**src/rtl/mem_pkg.sv**
```systemverilog
// Shared types and constants for the data-memory port arbiter.
// Imported by the arbiter top and its priority sub-block.
package mem_pkg;

    localparam int ADDR_W = 8;
    localparam int DATA_W = 8;

    typedef enum logic [1:0] {
        IDLE,
        DM_ACC,
        IF_B0,
        IF_B1
    } arb_state_t;

    localparam logic LEN1 = 1'b0;
    localparam logic LEN2 = 1'b1;

endpackage

```
**src/rtl/mem_arb_prio.sv**
```systemverilog
// Grant decision between data and fetch requestors.
// Data normally wins; a saturating counter forces fetch through.
module mem_arb_prio #(
    parameter int STARVE_MAX = 3
) (
    input  logic clk,
    input  logic rst,
    input  logic in_idle,
    input  logic if_req,
    input  logic dm_req,
    output logic grant_dm,
    output logic grant_if
);

    localparam int CW = (STARVE_MAX > 0) ? $clog2(STARVE_MAX + 1) : 1;
    localparam logic [CW-1:0] MAX_C = CW'(STARVE_MAX);

    logic [CW-1:0] starve_cnt;
    logic          starved;

    assign starved  = if_req && (starve_cnt == MAX_C);
    assign grant_dm = in_idle && dm_req && !starved;
    assign grant_if = in_idle && if_req && !grant_dm;

    always_ff @(posedge clk) begin
        if (rst) begin
            starve_cnt <= '0;
        end else if (grant_if) begin
            starve_cnt <= '0;
        end else if (grant_dm && if_req && starve_cnt != MAX_C) begin
            starve_cnt <= starve_cnt + CW'(1);
        end
    end

endmodule

```
**src/rtl/mem_port_arbiter.sv**
```systemverilog
// Serialises fetch and data requestors onto the single port of
// the unified data memory; memory read data is asynchronous.
module mem_port_arbiter
    import mem_pkg::*;
#(
    parameter int STARVE_MAX = 3
) (
    input  logic                clk,
    input  logic                rst,
    input  logic                if_req,
    input  logic [ADDR_W-1:0]   if_addr,
    input  logic                if_len,
    output logic                if_ready,
    output logic                if_valid,
    output logic [2*DATA_W-1:0] if_data,
    input  logic                dm_req,
    input  logic                dm_we,
    input  logic [ADDR_W-1:0]   dm_addr,
    input  logic [DATA_W-1:0]   dm_wdata,
    output logic                dm_ready,
    output logic                dm_valid,
    output logic [DATA_W-1:0]   dm_rdata,
    output logic                mem_write,
    output logic [ADDR_W-1:0]   mem_addr,
    output logic [DATA_W-1:0]   mem_wdata,
    input  logic [DATA_W-1:0]   mem_rdata
);

    arb_state_t        state;
    logic              lat_we;
    logic              lat_len;
    logic [ADDR_W-1:0] lat_addr;
    logic              in_idle;
    logic              grant_dm;
    logic              grant_if;

    // Nothing is accepted while reset is asserted.
    assign in_idle  = (state == IDLE) && !rst;
    assign dm_ready = grant_dm;
    assign if_ready = grant_if;

    mem_arb_prio #(
        .STARVE_MAX(STARVE_MAX)
    ) u_prio (
        .clk     (clk),
        .rst     (rst),
        .in_idle (in_idle),
        .if_req  (if_req),
        .dm_req  (dm_req),
        .grant_dm(grant_dm),
        .grant_if(grant_if)
    );

    always_ff @(posedge clk) begin
        if (rst) begin
            state     <= IDLE;
            lat_we    <= 1'b0;
            lat_len   <= LEN1;
            lat_addr  <= '0;
            if_valid  <= 1'b0;
            if_data   <= '0;
            dm_valid  <= 1'b0;
            dm_rdata  <= '0;
            mem_write <= 1'b0;
            mem_addr  <= '0;
            mem_wdata <= '0;
        end else begin
            if_valid <= 1'b0;
            dm_valid <= 1'b0;
            unique case (state)
                IDLE: begin
                    if (grant_dm) begin
                        state     <= DM_ACC;
                        lat_we    <= dm_we;
                        lat_addr  <= dm_addr;
                        mem_addr  <= dm_addr;
                        mem_write <= dm_we;
                        mem_wdata <= dm_wdata;
                    end else if (grant_if) begin
                        state    <= IF_B0;
                        lat_len  <= if_len;
                        lat_addr <= if_addr;
                        mem_addr <= if_addr;
                    end
                end
                DM_ACC: begin
                    if (!lat_we) begin
                        dm_rdata <= mem_rdata;
                    end
                    dm_valid  <= 1'b1;
                    mem_write <= 1'b0;
                    mem_addr  <= '0;
                    mem_wdata <= '0;
                    state     <= IDLE;
                end
                IF_B0: begin
                    if_data <= {DATA_W'(0), mem_rdata};
                    if (lat_len == LEN2) begin
                        // Second byte wraps at the top of memory.
                        mem_addr <= lat_addr + ADDR_W'(1);
                        state    <= IF_B1;
                    end else begin
                        mem_addr <= '0;
                        if_valid <= 1'b1;
                        state    <= IDLE;
                    end
                end
                IF_B1: begin
                    if_data[2*DATA_W-1:DATA_W] <= mem_rdata;
                    if_valid <= 1'b1;
                    mem_addr <= '0;
                    state    <= IDLE;
                end
                default: begin
                    state <= IDLE;
                end
            endcase
        end
    end

endmodule

```
**config.mk**
```make
export PLATFORM = sky130hd
export DESIGN_NAME = mem_port_arbiter
export DESIGN_NICKNAME = d
export VERILOG_FILES = /design/src/rtl/mem_pkg.sv /design/src/rtl/mem_arb_prio.sv /design/src/rtl/mem_port_arbiter.sv
export SDC_FILE = /design/constraint.sdc
export NUM_CORES = 1
export LEC_CHECK = 0
export ABC_AREA = 0
export CAP_MARGIN = 20
export CORE_MARGIN = 1
export CORE_UTILIZATION = 40
export DETAILED_ROUTE_END_ITERATION = 12
export GPL_ROUTABILITY_DRIVEN = 0
export PLACE_DENSITY = 0.79
export SETUP_SLACK_MARGIN = 0.5
export SLEW_MARGIN = 20
export SYNTH_ARGS = -nofsm -noshare
export SYNTH_HDL_FRONTEND = slang
export SYNTH_SLANG_ARGS = --single-unit
```
**constraint.sdc**
```tcl
create_clock -name clk -period 1.5 [get_ports clk]
set_input_delay 0.45 -clock clk [delete_from_list [all_inputs] [get_ports clk]]
set_output_delay 0.45 -clock clk [all_outputs]
set_load 0.01 [all_outputs]
```
* Word-level counts from Yosys, hierarchy flattened *
Cells that the tools add are included.

word-level totals
  bits in registers = 57
  output and inout bits = 45
  logic and storage cells = 62

cells by class
  reduce and logical (&&, ||, !) cells = 22
  multiplexer cells = 16
  $add $sub $neg = 2
  bitwise logic cells = 2
  equality and inequality tests = 7

operators by type and width
  cell                                                 count
  2-to-1 mux 8 bit                                     4
  one-hot mux 8 bit (2 select lines)                   2
  one-hot mux 8 bit (3 select lines)                   1
  adder 8 x 1 -> 8 bit, second input constant          1
  logical AND 1 bit                                    8
  AND reduction 2 bit                                  4
  equality test 2 bit, second input constant           3
  2-to-1 mux 2 bit                                     3
  one-hot mux 2 bit (3 select lines)                   1
  nonzero test 2 bit                                   3
  one-hot mux 1 bit (2 select lines)                   2
  OR reduction 2 bit                                   2
  zero test 1 bit                                      3
  2-to-1 mux 1 bit                                     3
  != test 3 x 2 -> 1 bit, second input constant        1
  AND reduction 3 bit                                  1
  adder 2 x 1 -> 2 bit, second input constant          1
  equality test 2 x 1 -> 1 bit, second input constant  1
  zero test 2 bit                                      1
  != test 2 x 1 -> 1 bit, second input constant        1
  != test 2 bit, second input constant                 1
  inverter 1 bit                                       2

* Depth between registers and ports, before layout *
  depth in word-level cells = 9
  gate-level depth with buffers = 7

* Hierarchy *
Synthesis repeated with hierarchy kept, for this count alone.

unflattened totals
  cells, all modules = 297
  area total of the unflattened synthesis = 2576.2 um2

modules (own cells, without submodules)
  module            cells each  times used  area an instance (um2)
  mem_port_arbiter  283         1           2439.8
  mem_arb_prio      14          1           136.4

* Worst setup path before layout *
OpenSTA, ideal clock, no wires.

  kind = input-to-output
  start = input port rst
  end = output port if_ready
  stages = 4
  slack = -0.147 ns
  data required time = 1.050 ns
  buffers on the path = 2
  data arrival time = 1.197 ns
  cells stage by stage = buf_6 > or3_1 > buf_6 > nor2_1

on the way
  word-level cells in the longest chain between the ends = 6
  elaborated cells between the ends (all ways) = 7
  those cells by class = reduce/logical (7)

RTL lines
  element                         RTL line                RTL
  from (decl)                     mem_port_arbiter.sv:9   input logic rst,
  zero test 1 bit *               mem_port_arbiter.sv:38  assign in_idle = (state == IDLE) && !rst;
  logical AND 1 bit *             mem_port_arbiter.sv:38
  logical AND 1 bit (2 in a row)  mem_arb_prio.sv:22      assign grant_dm = in_idle && dm_req && !starved;
  zero test 1 bit                 mem_arb_prio.sv:23      assign grant_if = in_idle && if_req && !grant_dm;
  logical AND 1 bit *             mem_arb_prio.sv:23
  to (decl)                       mem_port_arbiter.sv:13  output logic if_ready,

Mark *: on every way between the ends. The rest lies on a longest branch, timed or not.

* Worst setup path after layout *
  start = register state[1]
  end = output port if_ready

on the way
  word-level cells in the longest chain between the ends = 6
  elaborated cells between the ends (all ways) = 7
  those cells by class = reduce/logical (7)

RTL lines
  element                         RTL line                RTL
  from (decl)                     mem_port_arbiter.sv:29  arb_state_t state;
  from (signal assigned)          mem_port_arbiter.sv:56  state <= IDLE;
  from (signal assigned)          mem_port_arbiter.sv:73  state <= DM_ACC;
  from (signal assigned)          mem_port_arbiter.sv:80  state <= IF_B0;
  zero test 2 bit *               mem_port_arbiter.sv:38
  logical AND 1 bit *             mem_port_arbiter.sv:38
  logical AND 1 bit (2 in a row)  mem_arb_prio.sv:22
  zero test 1 bit                 mem_arb_prio.sv:23
  logical AND 1 bit *             mem_arb_prio.sv:23

Marks and branches as above.

==> flow_summary_export.csv <==
group,metric,value,unit
cts,clkTransAtPathRegs,0.07,ns
yosys,synth_edf_count,0,
die,die_h,79.24,um
die,placementRows,27,
timing,finalCriticalPeriod,1.767,ns
timing,clock_skew,0.005775,ns
power,ir_worst_vdd,0.6625,mV
layout,nNetsFinal,462,
status,violations,"setup timing",
worst_setup_path,worstSetupStartpointType,"flip-flop",
global_routing,grt_pass1_wl,12580,um
yosys,synth_top_area_share,47.82,%
cts,cts_inserted_buffers,9,
timing,layout_setup_ws,-0.2675,ns
timing,fmaxAchievable,565.8,MHz
power,seqPwrFrac,43.7,%
run,max-cap-violations,0,
cts,clock_latency,0.34,ns
global_routing,grt.overflow.total,0,
placement,port_buffers,82,
route,first_iter_violations,193,
timing,slew_viol_final,0,
yosys,ys_types,39,
status,status,"finished, violations left",
global_routing,grt_use_total,26.55,%
power,p_clk_share,33.8,%
layout,area_growth,83.22,%
worst_setup_path,crit_fanout,3,
worst_setup_path,cp.arrival,1.32,ns
die,io_pins,83,
die,dieArea,6278,um^2
power,total_power,3.798,mW
global_routing,grt_start_max_net_pins,24,
yosys,synth.area.top_cells,"dfxtp_1 48%, nand2_1 8.3%, a21oi_1 6.9%, mux2i_1 5.0%, nor2_1 3.8%",
placement,pre_cts_slack,-0.9549,ns
yosys,yosys.area.top_type,"dfxtp_1",
yosys,yosysWarnings,0,
worst_setup_path,crit_required,1.05,ns
timing,finalHoldViolCount,0,
power,power.leakage,1.799,nW
cts,cts.sinks,57,
timing,worstMarginPinSlew,0.3324,ns
cts,cts_max_path_buffers,2,
die,start_util,42.29,%
yosys,synth_fp_nets,317,
route,drtAntennaViolNets,0,
yosys,syn_area_per_cell,8.614,um^2
placement,dp_hpwl,4834,um
layout,drive_gt1_share,50.82,%
route,drc_errors,0,
layout,multiInputGateArea,1385,um^2
power,power_frac_comb,22.4,%
worst_hold_path,hold_path_class,"flip-flop to flip-flop",
yosys,synth_seq_area_share,47.82,%
timing,setup_viol,17,
yosys,synth_most_common_cell,"dfxtp_1",
timing,setup-tns-final,-2.123,ns
cts,cts_tree,"done",
worst_setup_path,end_kind,"primary output",
timing,fin_crit_sh,117.8,%
route,viasPerCell,5.264,
yosys,async_flop_share,0,%
timing,rsz0062_at_grt,"yes",
layout,n_antenna_cell,0,
yosys,synth_area,2386,um^2
yosys,syn_inst,277,
global_routing,grt_pass1_vias,2566,
cts,h-tree-depth,3,
cts,cts_hold_buffers,0,
power,p_sw,1.050,mW
timing,slew-limit-headroom,77.84,%
yosys,ys.flop_type,"dfxtp_1",
die,die_x,79.24,um
layout,seqCellArea,1197,um^2
route,wl_per_cell,16.89,um
yosys,synth-seq-cells,57,
worst_setup_path,crit_type,"flip-flop to primary output",
global_routing,antenna_found_initial,0,
route,drt-pass1-iter-count,4,
yosys,ys_top_cells_by_count,"57 x dfxtp_1, 53 x nand2_1, 33 x a21oi_1",
power,internal_power,2.749,mW
die,core_area,5642,um^2
power,p_per_area,868.9,nW/um^2
power,switching_share,27.64,%
route,wl,8392,um
layout,nFillCells,381,
route,vias,2616,
cts,cts_root_buffer,"clkbuf_8",
## metal layers
| layer | share of wire (%) | GRT usage, % | up-vias |
|---|---|---|---|
| li1 | - | - | 1252 |
| met3 | 6.5 | 7.356 | 14 |
| met5 | 0 | 0 | - |
| met2 | 52 | 46.47 | 103 |
| met1 | 41 | 31.04 | 1247 |
| met4 | 1.3 | 8.727 | 0 |
## worst max-delay path: stages (launching register included)
cell     delay [ns]
dfxtp_2        0.34
or3_4          0.41
nor2_4         0.12
buf_6          0.11
## layout by cell type, fill, tap and decap left out, types with 2 or more instances in the layout
cell / instances
a21oi_1: 30
mux2i_1: 8
nand2_1: 48
or3_1: 2
nand2_2: 3
clkinv_2: 3
clkbuf_8: 11
o21ai_0: 5
dfxtp_1: 12
buf_12: 4
buf_4: 42
nand4_1: 2
nand2_4: 2
nand2b_4: 2
buf_6: 59
xor2_1: 4
nor2_4: 5
clkdlybuf4s50_1: 34
nand3_4: 2
inv_1: 3
bufbuf_16: 2
buf_2: 4
mux2i_2: 3
nand3_1: 12
dfxtp_2: 45
a211oi_1: 2
o22a_1: 2
a211oi_2: 5
o21ai_2: 2
a21oi_2: 3
nor2_1: 21
a311oi_1: 3
nand2b_1: 9
## layout make-up
type / count / share of cell area (%)
flip-flops and latches: 57 / 27.39
inverters: 4 / 0.3721
well taps: 72 / 2.061
clock inverters: 3 / 0.4007
clock buffers: 11 / 3.463
multi-input cells: 202 / 31.68
repair buffers: 148 / 34.63
## metrics by stage
stage | instances | instance area (um^2) | hold slack, ns | utilization (%)
2_1_floorplan | 277 | 2512 | 0.4583 | -
3_3_place_gp | 453 | 3620 | 0.4391 | 64.16
3_5_place_dp | 453 | 3620 | 0.4446 | 64.16
4_1_cts | 485 | 4198 | 0.4585 | 74.41
5_1_grt | 497 | 4372 | 0.4730 | 77.49
6_report | 497 | 4372 | 0.4571 | 77.49
## kinds of logic (layout without fill, tap and decap cells)
kind of cell,Yosys count,in the layout,synth area share [%]
compound gates,62,62,16.31
mux,13,13,5.506
simple gates,120,120,23.18
buf+inv,18,166,4.299
fa+ha+maj,2,2,1.049
flops,57,57,47.82
xor+xnor,5,5,1.835
## power by group through the flow
stage | clock (mW) | sequential, mW | combinational [mW]
finish | 1.28 | 1.66 | 0.852
global route | 1.38 | 1.67 | 0.900
CTS | 1.27 | 1.66 | 0.783
detailed placement | 0 | 1.67 | 0.667
global placement | 0 | 1.67 | 0.656
floorplan | 0 | 1.70 | 0.280
## repair_timing
item,in CTS,in global routing
gates resized for setup,304,19
pin swaps,14,11
buffers inserted,15,12
hold endpoints to repair,0,0
gates cloned,3,0
endpoints found under the setup margin,102,98
## worst paths after layout
kind,start,to,slack (ns),cells after the start
max reg2reg,u_prio.starve_cnt[1],mem_addr[1],-0.19,6
min reg2reg,mem_wdata[1],mem_wdata[1],0.46,2
max,state[1],if_ready,-0.27,3
min,mem_wdata[1],mem_wdata[1],0.46,2
## flip-flops by register name, indices dropped and copies added, names as in the netlist
name	count
u_prio.starve_cnt	2
if_valid	1
state	2
lat_len	1
lat_addr	8
dm_valid	1
mem_addr	8
dm_rdata	8
mem_wdata	8
lat_we	1
if_data	16
mem_write	1
(Power assumes the default switching activity.)
==> variant (same flow settings) <==
Encoding of `arb_state_t`: now Gray code (2 bits for 4 states).
--- a/src/rtl/mem_pkg.sv
+++ b/src/rtl/mem_pkg.sv
@@ -6,10 +6,10 @@
     localparam int DATA_W = 8;
 
     typedef enum logic [1:0] {
-        IDLE,
-        DM_ACC,
-        IF_B0,
-        IF_B1
+        IDLE   = 2'b00,
+        DM_ACC = 2'b01,
+        IF_B0  = 2'b11,
+        IF_B1  = 2'b10
     } arb_state_t;
 
     localparam logic LEN1 = 1'b0;
Formal check against the unedited RTL: same outputs for any inputs over 10 cycles, from zero or initial values and one cycle with rst high; not proved beyond that.
==> variant against the unedited design <==
The flow still finishes with violations (setup timing); synthesized area grew 0.47%; critical path depth grew 2; sequential cell count is the same; wire length shrank 5.9%; final area grew 0.26%; total power grew 6.8%; worst hold slack lost 17 ps; via count shrank 3.6%; setup slack gained 21 ps; core utilization grew 0.20 points; sequential power grew 2%; die area grew 0.45%; clock skew grew 4.2 ps.
==> variant: results (changes against the unedited design) <==
post-synthesis sequential area ratio=47.6% (was 47.8%); GR Util met2=40.4% (was 46.5%); Post-CTS Setup Bufs=14 (was 15); layout cell share with drive strength beyond 1=55.8% (was 50.8%); CP Capture Point=dm_ready (was if_ready); Final nets=440 (was 462); worst hold path depth=3 (was 2); total power per unit cell area=926 nW/µm² (was 869 nW/µm²); Tightest Pin Transition=304 ps (was 332 ps); HPWL after DPL=4660 µm (was 4830 µm); Hold Path Sink=if_data[6] (was mem_wdata[1]); Total GRT Usage=23.9% (was 26.5%); WL/cell=16.6 µm (was 16.9 µm); sequential-cell power consumption=1700 µW (was 1660 µW); maximum VDD drop=819 µV (was 663 µV); reg2reg setup slack=-100 ps (was -190 ps); failing checks=setup timing (unchanged); critical path's largest stage delay=340 ps (was 410 ps); leakage=0.00179 µW (was 0.00180 µW); critical path's slowest cell=dfxtp_2 (was or3_4); met1 usage=28.7% (was 31.0%); HP Start=mem_rdata[6] (was mem_wdata[1]); Post-Place Worst Slack=-934 ps (was -955 ps); met1 wire length=3110 µm (was 3410 µm); met2 WL=4130 µm (was 4330 µm); total combinational power=925 µW (was 852 µW); Distinct cells, synth=43 (was 39); # setup viols final=14 (was 17); sw frac=27.5% (was 27.6%); WL met3=464 µm (was 547 µm); outcome=finished, violations left (unchanged); largest net degree at the start of global routing=32 (was 24); Final Cycle Share=116% (was 118%); commonest cells in the synthesized netlist=57 x dfxtp_1, 42 x nand2_1, 30 x a21oi_1 (was 57 x dfxtp_1, 53 x nand2_1, 33 x a21oi_1); Hold Path Class=in -> reg (was reg -> reg); first drt pass iteration count=4 (unchanged); via count of the routed design=2521 (was 2616); met3 Use GR=5.03% (was 7.36%); DP Area=3510 µm² (was 3620 µm²); CP delay by family, top=flip-flops (was simple AND/OR/NAND/NOR gates); Final WS setup=-246 ps (was -267 ps); CP startpoint=u_prio.starve_cnt[1] (was state[1]); Fin Hold WS=440 ps (was 457 ps)
variant: metrics by stage:
step	TNS [ps]	cells
floorplan	-22.6	271
global placement	-17090	434
detailed placement	-19090	434
CTS	-667	466
global route	-1660	477
finish	-1080	477
variant: logic make-up (layout without fill, tap and decap cells):
logic type               count (synthesis)  in the layout  share of synthesized area (%)
buffers and inverters                   18            152                           3.76
multiplexers                            11             11                           4.59
flip-flops                              57             57                           47.6
XOR/XNOR                                 5              5                           1.83
AND/OR/NAND/NOR                        120            120                           25.2
AO/OA/AOI/OAI                           58             58                           16.0
adder cells (fa/ha/maj)                  2              2                           1.04
variant: area by class of cell:
| cell class | instances | area (µm²) |
|---|---|---|
| multi-input combinational | 196 | 1490 |
| timing repair buffer | 132 | 1390 |
| fill | 346 | 1260 |
| sequential | 57 | 1200 |
| clock buffer | 11 | 141 |
| tap | 72 | 90.1 |
| clock inverter | 5 | 55.1 |
| inverter | 4 | 15.0 |
